[config.mk]
export PLATFORM = sky130hd
export DESIGN_NAME = secuenciador_filtro
export DESIGN_NICKNAME = d
export VERILOG_FILES = /design/src/rtl/secuenciador_filtro_pkg.sv /design/src/rtl/secuenciador_filtro.sv
export SDC_FILE = /design/constraint.sdc
export NUM_CORES = 1
export LEC_CHECK = 0
export ABC_CLOCK_PERIOD_IN_PS = 4900
export CAP_MARGIN = 30
export CORE_ASPECT_RATIO = 0.9
export CORE_UTILIZATION = 32
export CTS_BUF_LIST = sky130_fd_sc_hd__clkbuf_4 sky130_fd_sc_hd__clkbuf_8
export DETAILED_ROUTE_END_ITERATION = 8
export PLACE_DENSITY = 0.66
export REMOVE_ABC_BUFFERS = 1
export SETUP_SLACK_MARGIN = 0.3
export SYNTH_ARGS = -nofsm -noshare
export SYNTH_HDL_FRONTEND = slang
export SYNTH_SLANG_ARGS = --single-unit
[constraint.sdc]
create_clock -name clk -period 4.9 [get_ports clk]
set_input_delay 0.98 -clock clk [delete_from_list [all_inputs] [get_ports clk]]
set_output_delay 0.98 -clock clk [all_outputs]
set_load 0.01 [all_outputs]
[src/rtl/secuenciador_filtro_pkg.sv]
// secuenciador_filtro shared types: FSM state encoding and
// default sizing constants for the sample sequencer.
package secuenciador_filtro_pkg;

   localparam int W_DEF       = 25;
   localparam int PERIODO_DEF = 16;
   localparam int TIMEOUT_DEF = 15;

   typedef enum logic [1:0] {
      S_IDLE   = 2'd0,
      S_LAUNCH = 2'd1,
      S_WAIT   = 2'd2,
      S_HOLD   = 2'd3
   } estado_t;

endpackage

[src/rtl/secuenciador_filtro.sv]
// secuenciador_filtro: paces samples into an external filter core
// (pasabajas_5k: f_rx->rx, f_u->u, f_rx2<-rx_2, f_y<-y), at most
// one launch per PERIODO clocks, and hands results downstream.
// Ports: clk, rst (async, active-low); in_valid/in_data/in_ready
// upstream; f_rx/f_u/f_rx2/f_y filter side; out_valid/out_data/
// out_ready downstream; err_to sticky timeout flag.
// Option: define SECUENCIADOR_WATCHDOG_EN to abort a WAIT that sees
// no completion within TIMEOUT clocks (sets err_to).
module secuenciador_filtro
   import secuenciador_filtro_pkg::*;
#(
   parameter int W       = W_DEF,
   parameter int PERIODO = PERIODO_DEF,
   parameter int TIMEOUT = TIMEOUT_DEF
) (
   input  logic         clk,
   input  logic         rst,
   input  logic         in_valid,
   input  logic [W-1:0] in_data,
   output logic         in_ready,
   output logic         f_rx,
   output logic [W-1:0] f_u,
   input  logic         f_rx2,
   input  logic [W-1:0] f_y,
   output logic         out_valid,
   output logic [W-1:0] out_data,
   input  logic         out_ready,
   output logic         err_to
);

   localparam int SW = (PERIODO > 1) ? $clog2(PERIODO) : 1;
   localparam logic [SW-1:0] SLOT_MAX = SW'(PERIODO - 1);

   estado_t       st_q, st_d;
   logic [SW-1:0] slot_q, slot_d;
   logic          acepta, fin, tmo;
   logic          f_rx_d, out_valid_d;
   logic [W-1:0]  f_u_d, out_data_d;

   assign in_ready = (st_q == S_IDLE) && (slot_q == SLOT_MAX);
   assign acepta   = in_valid & in_ready;
   assign fin      = (st_q == S_WAIT) & f_rx2;

`ifdef SECUENCIADOR_WATCHDOG_EN
   localparam int TW = $clog2(TIMEOUT + 1);
   logic [TW-1:0] wcnt_q;

   // wait counter is zeroed during LAUNCH, i.e. on entry to WAIT
   always_ff @(posedge clk or negedge rst) begin
      if (!rst) begin
         wcnt_q <= '0;
         err_to <= 1'b0;
      end else begin
         if (st_q == S_LAUNCH)
            wcnt_q <= '0;
         else if (st_q == S_WAIT)
            wcnt_q <= wcnt_q + 1'b1;
         if (tmo)
            err_to <= 1'b1;
      end
   end

   assign tmo = (st_q == S_WAIT) & ~f_rx2
              & (wcnt_q == TW'(TIMEOUT - 1));
`else
   logic unused_timeout;
   assign unused_timeout = ^TIMEOUT;
   assign tmo    = 1'b0;
   assign err_to = 1'b0;
`endif

   // state and registered outputs
   always_ff @(posedge clk or negedge rst) begin
      if (!rst) begin
         st_q      <= S_IDLE;
         slot_q    <= SLOT_MAX;
         f_rx      <= 1'b0;
         f_u       <= '0;
         out_valid <= 1'b0;
         out_data  <= '0;
      end else begin
         st_q      <= st_d;
         slot_q    <= slot_d;
         f_rx      <= f_rx_d;
         f_u       <= f_u_d;
         out_valid <= out_valid_d;
         out_data  <= out_data_d;
      end
   end

   // next state; slot counter saturates so it doubles as the
   // "period expired" indication
   always_comb begin
      st_d = st_q;
      unique case (st_q)
         S_IDLE:   if (acepta) st_d = S_LAUNCH;
         S_LAUNCH: st_d = S_WAIT;
         S_WAIT: begin
            if (f_rx2)    st_d = S_HOLD;
            else if (tmo) st_d = S_IDLE;
         end
         S_HOLD:   if (out_ready) st_d = S_IDLE;
      endcase
      if (acepta)
         slot_d = '0;
      else if (slot_q == SLOT_MAX)
         slot_d = slot_q;
      else
         slot_d = slot_q + 1'b1;
   end

   // next values of the registered outputs
   always_comb begin
      f_rx_d      = (st_d == S_LAUNCH);
      out_valid_d = (st_d == S_HOLD);
      f_u_d       = acepta ? in_data : f_u;
      out_data_d  = fin ? f_y : out_data;
   end

endmodule

# == After elaboration in Yosys (flattened, before gate mapping) ==
# Cells that the tools add are included.
# op_classes
n_bitwise,2
n_reduce_logical,2
n_mux,6
n_eq_ne,7
n_addsub,1
# ops
cell,n
$mux W4,2
$pmux W2 S4,1
$eq A2 B2 Y1 const B,3
$mux W2,3
$add A4 B1 Y4 const B,1
$eq A2 B1 Y1 const B,2
$eq A4 B4 Y1 const B,1
$and A1 B1 Y1,2
$logic_not A2 Y1,1
$ne A2 B2 Y1 const B,1
$logic_and A1 B1 Y1,1
# word_totals
regBits,58
inputBits,55

# == Longest topological paths before layout ==
# Gate-level depths: netlist of run 1.
# logic_depth
word_depth,6
mapped_depth,5
mapped_depth_nobuf,4

# == Worst setup path before layout of run 1 ==
# OpenSTA, ideal clock, no wires.
# synth_timing
path_kind,flip-flop to output port
startpoint,reg slot_q[0]
endpoint,out in_ready
path_slack_ps,2652
path_buffers,0
t_arrival_ps,1268
t_required_ps,3920
path_stages_with_launch,4
path_cell_list,dfstp_2 ha_1 nand3_1 nor3_1
# synth_via
elab_chain_cells,2
# synth_rtl
element,line,rtl
from (decl),secuenciador_filtro.sv:35,"logic [SW-1:0] slot_q, slot_d;"
from (signal assigned),secuenciador_filtro.sv:83,slot_q <= slot_d;
$eq A4 B4 Y1,secuenciador_filtro.sv:40,assign in_ready = (st_q == S_IDLE) && (slot_q == SLOT_MAX);
$logic_and A1 B1 Y1,secuenciador_filtro.sv:40,
to (decl),secuenciador_filtro.sv:20,"output logic in_ready,"
# Every way passes these cells.

# == Worst setup path in the final report of run 1 ==
# Ends and elaborated chain as after synthesis.

==> results of run 1 <==
cell families (layout without fill, tap and decap cells):
group / Yosys count / in the layout / share of synthesized area, %
AOI/OAI and AO/OA: 4 / 4 / 1.07
DFF: 58 / 58 / 65.2
and+or+nand+nor: 17 / 17 / 4.76
adders and majority gates: 1 / 1 / 0.560
muxes: 52 / 52 / 26.2
buffers and inverters: 5 / 125 / 1.96
other: 1 / 1 / 0.168
layout make-up:
cell class	count	area (um^2)	area share, %
tap	90	113	3.15
clock inverter	3	15.0	0.420
timing repair buffer	109	1100	30.8
multi-input combinational	75	732	20.5
sequential	58	1460	40.7
clock buffer	13	160	4.48
worst max-delay path: stages (launching register included):
cell	delay [ps]
dfstp_2	550
ha_1	210
nand3_1	240
nor3_1	220
clkdlybuf4s50_1	580
layer usage:
| metal | vias up | wire (um) |
|---|---|---|
| met5 | - | 0 |
| met1 | 755 | 2140 |
| li1 | 715 | - |
| met2 | 69 | 2300 |
| met3 | 8 | 390 |
| met4 | 0 | 111 |
power by group:
part	total (uW)	switching (uW)	internal [uW]
logic	947	335	612
clock network	388	176	212
registers	859	130	729
total	2190	642	1550
registers in the layout (all words and copies together), names as in the netlist:
name       cells
slot_q         4
f_u           25
st_q           2
out_data      25
f_rx           1
out_valid      1
cells in the final DEF, fill, tap and decap left out, drive strengths merged:
master	synthesis	final
dfrtp	54	54
dfstp	4	4
ha	1	1
clkbuf	0	13
nor2b	2	2
nor3b	1	1
a21oi	2	2
or3b	1	1
conb	1	1
clkdlybuf4s50	0	106
buf	5	3
clkinv	0	3
a31oi	1	1
nor3	2	2
nand2	2	2
or2	1	1
mux2	52	52
o21a	1	1
and3	1	1
nand3	2	2
nor2	5	5
through the flow:
step | utilization [%] | worst slack (ps) | instance area (um^2)
after floorplan | - | 2650 | 2190
after global placement | 50.7 | 1990 | 3370
after detailed placement | 51.1 | 2090 | 3400
after CTS | 53.7 | 1730 | 3580
after global routing | 53.7 | 1620 | 3580
final | 53.7 | 1790 | 3580
worst max-delay path by stage:
| stage | start | to | cells past startpoint |
|---|---|---|---|
| 2_1_floorplan | slot_q[0]$_DFFE_PN1P_ | in_ready | 3 |
| 3_3_place_gp | f_rx2 | out_data[18]$_DFFE_PN0P_ | 4 |
| 3_5_place_dp | in_valid | f_u[6]$_DFFE_PN0P_ | 4 |
| 4_1_cts | slot_q[0]$_DFFE_PN1P_ | in_ready | 4 |
| 5_1_grt | slot_q[0]$_DFFE_PN1P_ | in_ready | 4 |
| 6_report | slot_q[0]$_DFFE_PN1P_ | in_ready | 4 |
==> summary.md, run 1 <==
| Metric | Value |
|---|---|
| Static leakage | `around 0.0015 uW` |
| FILL cells | `601` |
| Max-cap violation count | `0` |
| Crit path arrival time | `2130 ps` |
| Worst R2R End | `f_u[3]$_DFFE_PN0P_` |
| CTS Hold Bufs | `0` |
| Met3 GRT Util | `7.12%` |
| Final hold violation count | `0` |
| RePlAce Congestion | `0.641` |
| Fin nets | `309` |
| Grt met1 use | `16.8%` |
| FFs w/ async S/R, synth | `100%` |
| Min-delay worst type | `reg2reg` |
| PortBufs | `107` |
| Critical path class | `reg2out` |
| Die Area | `approximately 7300 um^2` |
| Avg Cell Area, Syn | `16.2 um^2` |
| Num rows | `28` |
| Via count | `1547` |
| Hold path start | `f_u[24]$_DFFE_PN0P_` |
| Gr busiest metal | `met2` |
| Post-Synthesis Cells | `138` |
| CTS root buffer | `clkbuf_8` |
| Crit path max fanout | `4` |
| Post-layout minimum cycle time | `3110 ps` |
| Largest net degree at the start of global routing | `59` |
| DRC | `0` |
| DRT Wirelength | `4940 um` |
| Vias in the first global route | `1659` |
| Hold WS | `487 ps` |
| Tot Pwr | `2190 uW` |
| I/O pin cnt | `~110` |
| Placed cells | `332` |
| First-pass GRT wire length | `~8100 um` |
| Worst r2r path cells | `4` |
| Post-synth EDFFs | `0` |
| Clock Sinks | `58` |
| Status | `finished, final reports clean` |
| Met2 Usage GRT | `23.3%` |
| Largest area contributor in the netlist | `dfrtp_1` |
| Via density | `between 4 and 5` |
| Top area cells in the synthesized netlist | `dfrtp_1, mux2_2, mux2_1` |
| Clock skew | `6.11 ps` |
| Post-CTS sizing | `0` |
| Non-Filler Instances | `348` |
| Synthesis-stage register bit count | `58` |
| Top-count cell post-synth | `dfrtp_1` |
| Critical Path RT | `3920 ps` |
| TritonCTS clock tree | `built` |
| Setup Buffers After CTS | `0` |
| WL/cell | `around 14 um` |
| Tightest Pin Transition | `713 ps` |
| Detailed-placement wirelength estimate | `3470 um` |
| RSZ-0062 raised after global routing | `no` |
| Hold Path Sink | `f_u[24]$_DFFE_PN0P_` |
| Starting DRC count in detailed routing | `17` |
| Die height | `roughly 81 um` |
| Peak supply drop | `0.000286 V` |
| GRT overflow | `0` |
| Initial Utilization | `33.5%` |
| Primary FF master, synth | `dfrtp_1` |
| Clock tree buffer depth | `2` |
| Die span in x | `between 90 and 100 um` |
| R2R Setup Slk | `2900 ps` |
| CORE AREA | `6660 um^2` |
| Synth Warn # | `0` |
| R2R Path Start | `slot_q[0]$_DFFE_PN1P_` |
| Hold Crit Depth | `1` |
| Power per Cell Area | `between 600 and 700 nW/um^2` |
| Share of layout cells above drive strength 1 | `23.3%` |
| CP endpoint kind | `primary output` |
| Initial antenna violation count | `0` |
| Final ANT Viol Nets | `0` |
| Drt pass-1 iters | `4` |
| H-Tree Depth | `3` |
| Register area share after synthesis | `65.2%` |
| Synth cell count leaders | `dfrtp_1, mux2_2, mux2_1` |
| Setup TNS | `0 ps` |
| Unique masters post-synth | `23` |
| # setup viols final | `0` |
| Slew HR | `a little over half` |
| Critical Path Source Type | `register` |
| Max-slew violations | `0` |
| Synth-to-layout area growth | `60.3%` |
| Clock latency on the worst-skew pair | `330 ps` |
| N_diodes | `0` |
| TritonCTS buffer count | `9` |
| Post-Syn Area | `between 2000 and 2500 um^2` |
| Worst-path clk slew | `60 ps` |
| Fmax | `322 MHz` |
| Total GRT Usage | `14.8%` |
| Tcrit/Tclk final | `63.4%` |
| Synth top area share | `60.5%` |
No activity file was read; power rests on OpenSTA's default activity.
==> inputs of run 2 (changes only) <==
--- a/config.mk
+++ b/config.mk
@@ -5,7 +5,7 @@
 export SDC_FILE = /design/constraint.sdc
 export NUM_CORES = 1
 export LEC_CHECK = 0
-export ABC_CLOCK_PERIOD_IN_PS = 4900
+export ABC_CLOCK_PERIOD_IN_PS = 3200
 export CAP_MARGIN = 30
 export CORE_ASPECT_RATIO = 0.9
 export CORE_UTILIZATION = 32
==> constraint.sdc (replaced) <==
create_clock -name clk -period 3.2 [get_ports clk]
set_input_delay 0.64 -clock clk [delete_from_list [all_inputs] [get_ports clk]]
set_output_delay 0.64 -clock clk [all_outputs]
set_load 0.01 [all_outputs]
==> summary.md, run 2 (synthesis results as in run 1) <==
| Metric | Value |
|---|---|
| Detailed-placement wirelength estimate | `3460 um (was 3470 um)` |
| Final hold violation count | `0 (unchanged)` |
| Static leakage | `0.00153 uW (about the same)` |
| Num rows | `28 (unchanged)` |
| Slowest CP cell | `clkdlybuf4s50_1 (unchanged)` |
| CP endpoint kind | `primary output (unchanged)` |
| DRC | `0 (unchanged)` |
| Min-delay worst type | `in2async (was reg2reg)` |
| DRT Wirelength | `4860 um (was 4940 um)` |
| Non-Filler Instances | `349 (was 348)` |
| Hold WS | `302 ps (was 487 ps)` |
| RePlAce Congestion | `0.730 (was 0.641)` |
| Final ANT Viol Nets | `0 (unchanged)` |
| Fmax | `approximately 360 MHz` |
| GRT overflow | `0 (unchanged)` |
| Drt pass-1 iters | `3 (was 4)` |
| WL/cell | `13.9 um (was 14.2 um)` |
| RSZ-0062 raised after global routing | `no (unchanged)` |
| Placed cells | `333 (was 332)` |
| Top Registers | `f_u x25, out_data x25, slot_q x4 (unchanged)` |
| Fin nets | `310 (was 309)` |
| Starting DRC count in detailed routing | `27 (was 17)` |
| Clock skew | `5.21 ps (was 6.11 ps)` |
| Power per Cell Area | `942 nW/um^2 (was 613 nW/um^2)` |
| Critical Path Source Type | `register (unchanged)` |
| Slew HR | `61.1% (was 52.5%)` |
| Via count | `1543 (was 1547)` |
| CORE AREA | `6660 um^2 (unchanged)` |
| Post-CTS sizing | `0 (unchanged)` |
| R2R Path Start | `slot_q[0]$_DFFE_PN1P_ (unchanged)` |
| Crit-path cells | `ha_1 > nand3_1 > nor3_1 > clkdlybuf4s50_1 (unchanged)` |
| Vias in the first global route | `1602 (was 1659)` |
| Most frequent cells in the layout | `clkdlybuf4s50_1, dfrtp_1, mux2_2 (unchanged)` |
| Via density | `4.42 (was 4.45)` |
| Crit path launch | `slot_q[0]$_DFFE_PN1P_ (unchanged)` |
| Clock Sinks | `58 (unchanged)` |
| I/O pin cnt | `109 (unchanged)` |
| Placed Area | `3390 um^2 (was 3400 um^2)` |
| Total GRT Usage | `15.1% (was 14.8%)` |
| Status | `finished, final reports clean (unchanged)` |
| Die Area | `7310 um^2 (unchanged)` |
| Largest net degree at the start of global routing | `29 (was 59)` |
| Setup TNS | `0 ps (unchanged)` |
| Design area | `3580 um^2 (about the same)` |
| Crit path max fanout | `4 (unchanged)` |
| Commonest non-fill, non-tap cell in the layout | `clkdlybuf4s50_1 (unchanged)` |
| Max-cap violation count | `0 (unchanged)` |
| TritonCTS clock tree | `built (unchanged)` |
| Clock latency on the worst-skew pair | `330 ps (about the same)` |
| CTS root buffer | `clkbuf_8 (unchanged)` |
| N_diodes | `0 (unchanged)` |
| TritonCTS buffer count | `9 (unchanged)` |
| First-pass GRT wire length | `8180 um (was 8130 um)` |
| # setup viols final | `0 (unchanged)` |
| Critical Path RT | `2560 ps (was 3920 ps)` |
| Initial Utilization | `33.5% (unchanged)` |
| Tightest Pin Transition | `583 ps (was 713 ps)` |
| Clock tree buffer depth | `2 (unchanged)` |
| Peak supply drop | `0.000550 V (was 0.000286 V)` |
| Tcrit/Tclk final | `86.5%` |
| H-Tree Depth | `3 (unchanged)` |
| Post-layout minimum cycle time | `2770 ps` |
| Die span in x | `90.0 um (unchanged)` |
| CTS Hold Bufs | `0 (unchanged)` |
| Slowest stage delay, CP | `570 ps (was 580 ps)` |
| Crit path arrival time | `2130 ps (about the same)` |
| Tot Pwr | `3370 uW (was 2190 uW)` |
| Max-slew violations | `0 (unchanged)` |
| Setup Buffers After CTS | `0 (unchanged)` |
| Initial antenna violation count | `0 (unchanged)` |
| Worst-path clk slew | `60 ps (about the same)` |
| Critical path class | `reg2out (unchanged)` |
| PortBufs | `107 (unchanged)` |
| Die height | `81.2 um (unchanged)` |
| Synth-to-layout area growth | `60.4% (was 60.3%)` |
| Share of layout cells above drive strength 1 | `23.6% (was 23.3%)` |
run 2: routing by layer:
metal / wire [um] / vias up / track usage [%]
met5: 0 / - / 0
met4: 136 / 0 / 7.42
li1: - / 714 / -
met2: 2280 / 75 / 23.1
met3: 403 / 9 / 8.24
met1: 2040 / 745 / 17.4
run 2: per-stage QoR:
stage          setup WS, ps  util, %
3_5_place_dp            743     50.9
6_report                432     53.8
5_1_grt                 311     53.8
4_1_cts                 390     53.8
3_3_place_gp            754     50.9
2_1_floorplan          1290        -
run 2: power by group:
group	switching (uW)	leakage, uW	internal (uW)
Clock	268	0.000103	359
Combinational	514	0.000730	921
Sequential	193	0.000695	1120
Total	975	0.00153	2400
run 2: final timing paths:
kind	depth (start not counted)	slack (ps)	endpoint
min reg2reg	1	480	f_u[8]$_DFFE_PN0P_
min	1	300	f_u[23]$_DFFE_PN0P_
max reg2reg	4	1190	f_u[2]$_DFFE_PN0P_
min in group clk	1	480	f_u[8]$_DFFE_PN0P_
max	4	430	in_ready
max in group asynchronous	2	2180	slot_q[3]$_DFFE_PN1P_
run 2: worst max-delay path: cells and delay by family (launching register included):
| family | cells | cell delay (ps) |
|---|---|---|
| adders and majority gates | 1 | 220 |
| and+or+nand+nor | 2 | 450 |
| buffers and inverters | 1 | 570 |
| DFF | 1 | 550 |
run 2: final cells by class:
cell class | count | area, um^2
clock inverter | 2 | 10.0
sequential | 58 | 1460
timing repair buffer | 110 | 1090
clock buffer | 14 | 180
tap | 90 | 113
fill | 580 | 3080
multi-input combinational | 75 | 732
==> inputs of run 3 (changes only) <==
--- a/config.mk
+++ b/config.mk
@@ -5,12 +5,13 @@
 export SDC_FILE = /design/constraint.sdc
 export NUM_CORES = 1
 export LEC_CHECK = 0
-export ABC_CLOCK_PERIOD_IN_PS = 3200
+export ABC_CLOCK_PERIOD_IN_PS = 3400
 export CAP_MARGIN = 30
 export CORE_ASPECT_RATIO = 0.9
 export CORE_UTILIZATION = 32
 export CTS_BUF_LIST = sky130_fd_sc_hd__clkbuf_4 sky130_fd_sc_hd__clkbuf_8
 export DETAILED_ROUTE_END_ITERATION = 8
+export MAX_ROUTING_LAYER = met4
 export PLACE_DENSITY = 0.66
 export REMOVE_ABC_BUFFERS = 1
 export SETUP_SLACK_MARGIN = 0.3
==> constraint.sdc (replaced) <==
create_clock -name clk -period 3.4 [get_ports clk]
set_input_delay 0.68 -clock clk [delete_from_list [all_inputs] [get_ports clk]]
set_output_delay 0.68 -clock clk [all_outputs]
set_load 0.01 [all_outputs]
==> summary.md, run 3 (synthesis results as in run 1) <==
| Metric | Value |
|---|---|
| Status | `finished, final reports clean (unchanged)` |
| DRC | `0 (unchanged)` |
| Hold WS | `327 ps (was 302 ps)` |
| Met2 wire len | `2230 um (was 2280 um)` |
| Total GRT Usage | `14.8% (was 15.1%)` |
| Final hold violation count | `0 (unchanged)` |
| H-Tree Depth | `3 (unchanged)` |
| Design area | `3560 um^2 (was 3580 um^2)` |
| Final ANT Viol Nets | `0 (unchanged)` |
| PortBufs | `107 (unchanged)` |
| Slew HR | `64.8% (was 61.1%)` |
| Placed Area | `3380 um^2 (was 3390 um^2)` |
| Max-cap violation count | `0 (unchanged)` |
| Critical Path Source Type | `register (unchanged)` |
| Initial Utilization | `33.5% (unchanged)` |
| M1 wire length | `2110 um (was 2040 um)` |
| Drt pass-1 iters | `3 (unchanged)` |
| Critical Path RT | `2720 ps (was 2560 ps)` |
| Crit path max fanout | `4 (unchanged)` |
| Crit-path cells | `ha_1 > nand3_1 > nor3_1 > clkdlybuf4s50_1 (unchanged)` |
| Share of layout cells above drive strength 1 | `23.3% (was 23.6%)` |
| Clock Sinks | `58 (unchanged)` |
| GRT overflow | `0 (unchanged)` |
| Die Area | `7310 um^2 (unchanged)` |
| CORE AREA | `6660 um^2 (unchanged)` |
| Die height | `81.2 um (unchanged)` |
| CP endpoint kind | `primary output (unchanged)` |
| Slowest stage delay, CP | `570 ps (about the same)` |
| Clock skew | `4.53 ps (was 5.21 ps)` |
| Min-delay worst type | `in2async (unchanged)` |
| RSZ-0062 raised after global routing | `no (unchanged)` |
| Setup Buffers After CTS | `0 (unchanged)` |
| Top layer in use | `met4 (unchanged)` |
| CP delay by family, top | `buffers and inverters (unchanged)` |
| Vias in the first global route | `1538 (was 1602)` |
| WL/cell | `13.7 um (was 13.9 um)` |
| # setup viols final | `0 (unchanged)` |
| Metal3 WL | `331 um (was 403 um)` |
| Detailed-placement wirelength estimate | `3380 um (was 3460 um)` |
| Area occupied by multi-input gates | `732 um^2 (unchanged)` |
| Die span in x | `90.0 um (unchanged)` |
| RePlAce Congestion | `0.733 (was 0.730)` |
| Max-slew violations | `0 (unchanged)` |
| Commonest non-fill, non-tap cell in the layout | `clkdlybuf4s50_1 (unchanged)` |
| Worst r2r path cells | `4 (unchanged)` |
| Worst-path clk slew | `60 ps (about the same)` |
| N_diodes | `0 (unchanged)` |
| TritonCTS buffer count | `9 (unchanged)` |
| Critical path class | `reg2out (unchanged)` |
| Post-CTS sizing | `0 (unchanged)` |
| Most frequent cells in the layout | `clkdlybuf4s50_1, dfrtp_1, mux2_2 (unchanged)` |
| Initial antenna violation count | `0 (unchanged)` |
| Fin nets | `309 (was 310)` |
| CTS Hold Bufs | `0 (unchanged)` |
| CP Depth | `4 (unchanged)` |
| Clock latency on the worst-skew pair | `330 ps (about the same)` |
| Setup TNS | `0 ps (unchanged)` |
| FILL cells | `586 (was 580)` |
| Storage cell area | `1460 um^2 (unchanged)` |
| I/O pin cnt | `109 (unchanged)` |
| Via count | `1519 (was 1543)` |
| TritonCTS clock tree | `built (unchanged)` |
| Synth-to-layout area growth | `59.4% (was 60.4%)` |
| Peak supply drop | `0.000441 V (was 0.000550 V)` |
| Starting DRC count in detailed routing | `43 (was 27)` |
| Tcrit/Tclk final | `82.8%` |
| DRT Wirelength | `4770 um (was 4860 um)` |
| CP Buf/Inv Count | `1 (unchanged)` |
| First-pass GRT wire length | `7690 um (was 8180 um)` |
| Via density | `4.36 (was 4.42)` |
| Fmax | `355 MHz` |
| Tightest Pin Transition | `527 ps (was 583 ps)` |
| Largest net degree at the start of global routing | `36 (was 29)` |
| Static leakage | `0.00152 uW (was 0.00153 uW)` |
| Clock tree buffer depth | `2 (unchanged)` |
| Post-layout minimum cycle time | `2820 ps` |
| Top Registers | `f_u x25, out_data x25, slot_q x4 (unchanged)` |
| CTS root buffer | `clkbuf_8 (unchanged)` |
| Crit path arrival time | `2140 ps (was 2130 ps)` |
| Num rows | `28 (unchanged)` |
| Slowest CP cell | `clkdlybuf4s50_1 (unchanged)` |
| Power per Cell Area | `880 nW/um^2 (was 942 nW/um^2)` |
-- run 3: changes by cell type in the layout (fill, tap and decap cells not counted), sizes merged --
cell,delta
clkbuf,-1
buf,-1
clkinv,+1
-- run 3: worst reg2reg max path: cells and delay by family (launching register included) --
family        cells  cell delay, ps
fa+ha+maj         1             210
flops             1             550
mux               1             390
simple gates      2             730
-- run 3: metrics by stage --
stage	total power [uW]	setup WS [ps]	std cells	util, %
floorplan	1810	1450	133	-
global placement	2580	916	332	50.8
detailed placement	2610	898	332	50.8
CTS	3190	535	348	53.4
global route	3330	461	348	53.4
finish	3130	583	348	53.4
-- run 3: layout make-up --
| type | instances | area share, % |
|---|---|---|
| Clock inverter | 3 | 0.422 |
| Timing Repair Buffer | 109 | 30.4 |
| Tap cell | 90 | 3.17 |
| Multi-Input combinational cell | 75 | 20.6 |
| Clock buffer | 13 | 4.50 |
| Sequential cell | 58 | 40.9 |
-- run 3: metal layers --
| layer | vias to the layer above | GRT usage [%] |
|---|---|---|
| li1 | 710 | - |
| met1 | 731 | 17.1 |
| met2 | 68 | 22.1 |
| met3 | 10 | 6.65 |
| met4 | 0 | 7.10 |
| met5 | - | - |
-- run 3: path summary, 6_finish.rpt --
path / start / to / slack (ps)
worst max-delay path: slot_q[0]$_DFFE_PN1P_ / in_ready / 580
worst min register to register: f_u[16]$_DFFE_PN0P_ / f_u[16]$_DFFE_PN0P_ / 480
worst min-delay path: rst / out_data[12]$_DFFE_PN0P_ / 330
min in group clk: f_u[16]$_DFFE_PN0P_ / f_u[16]$_DFFE_PN0P_ / 480
worst max register to register: slot_q[0]$_DFFE_PN1P_ / f_u[4]$_DFFE_PN0P_ / 1400
max in group asynchronous: rst / slot_q[1]$_DFFE_PN1P_ / 2200
-- run 3: report_power, final --
group	total [uW]	switching [uW]	internal, uW
registers	1230	179	1050
clock network	551	246	305
logic	1350	483	865
total	3130	908	2220
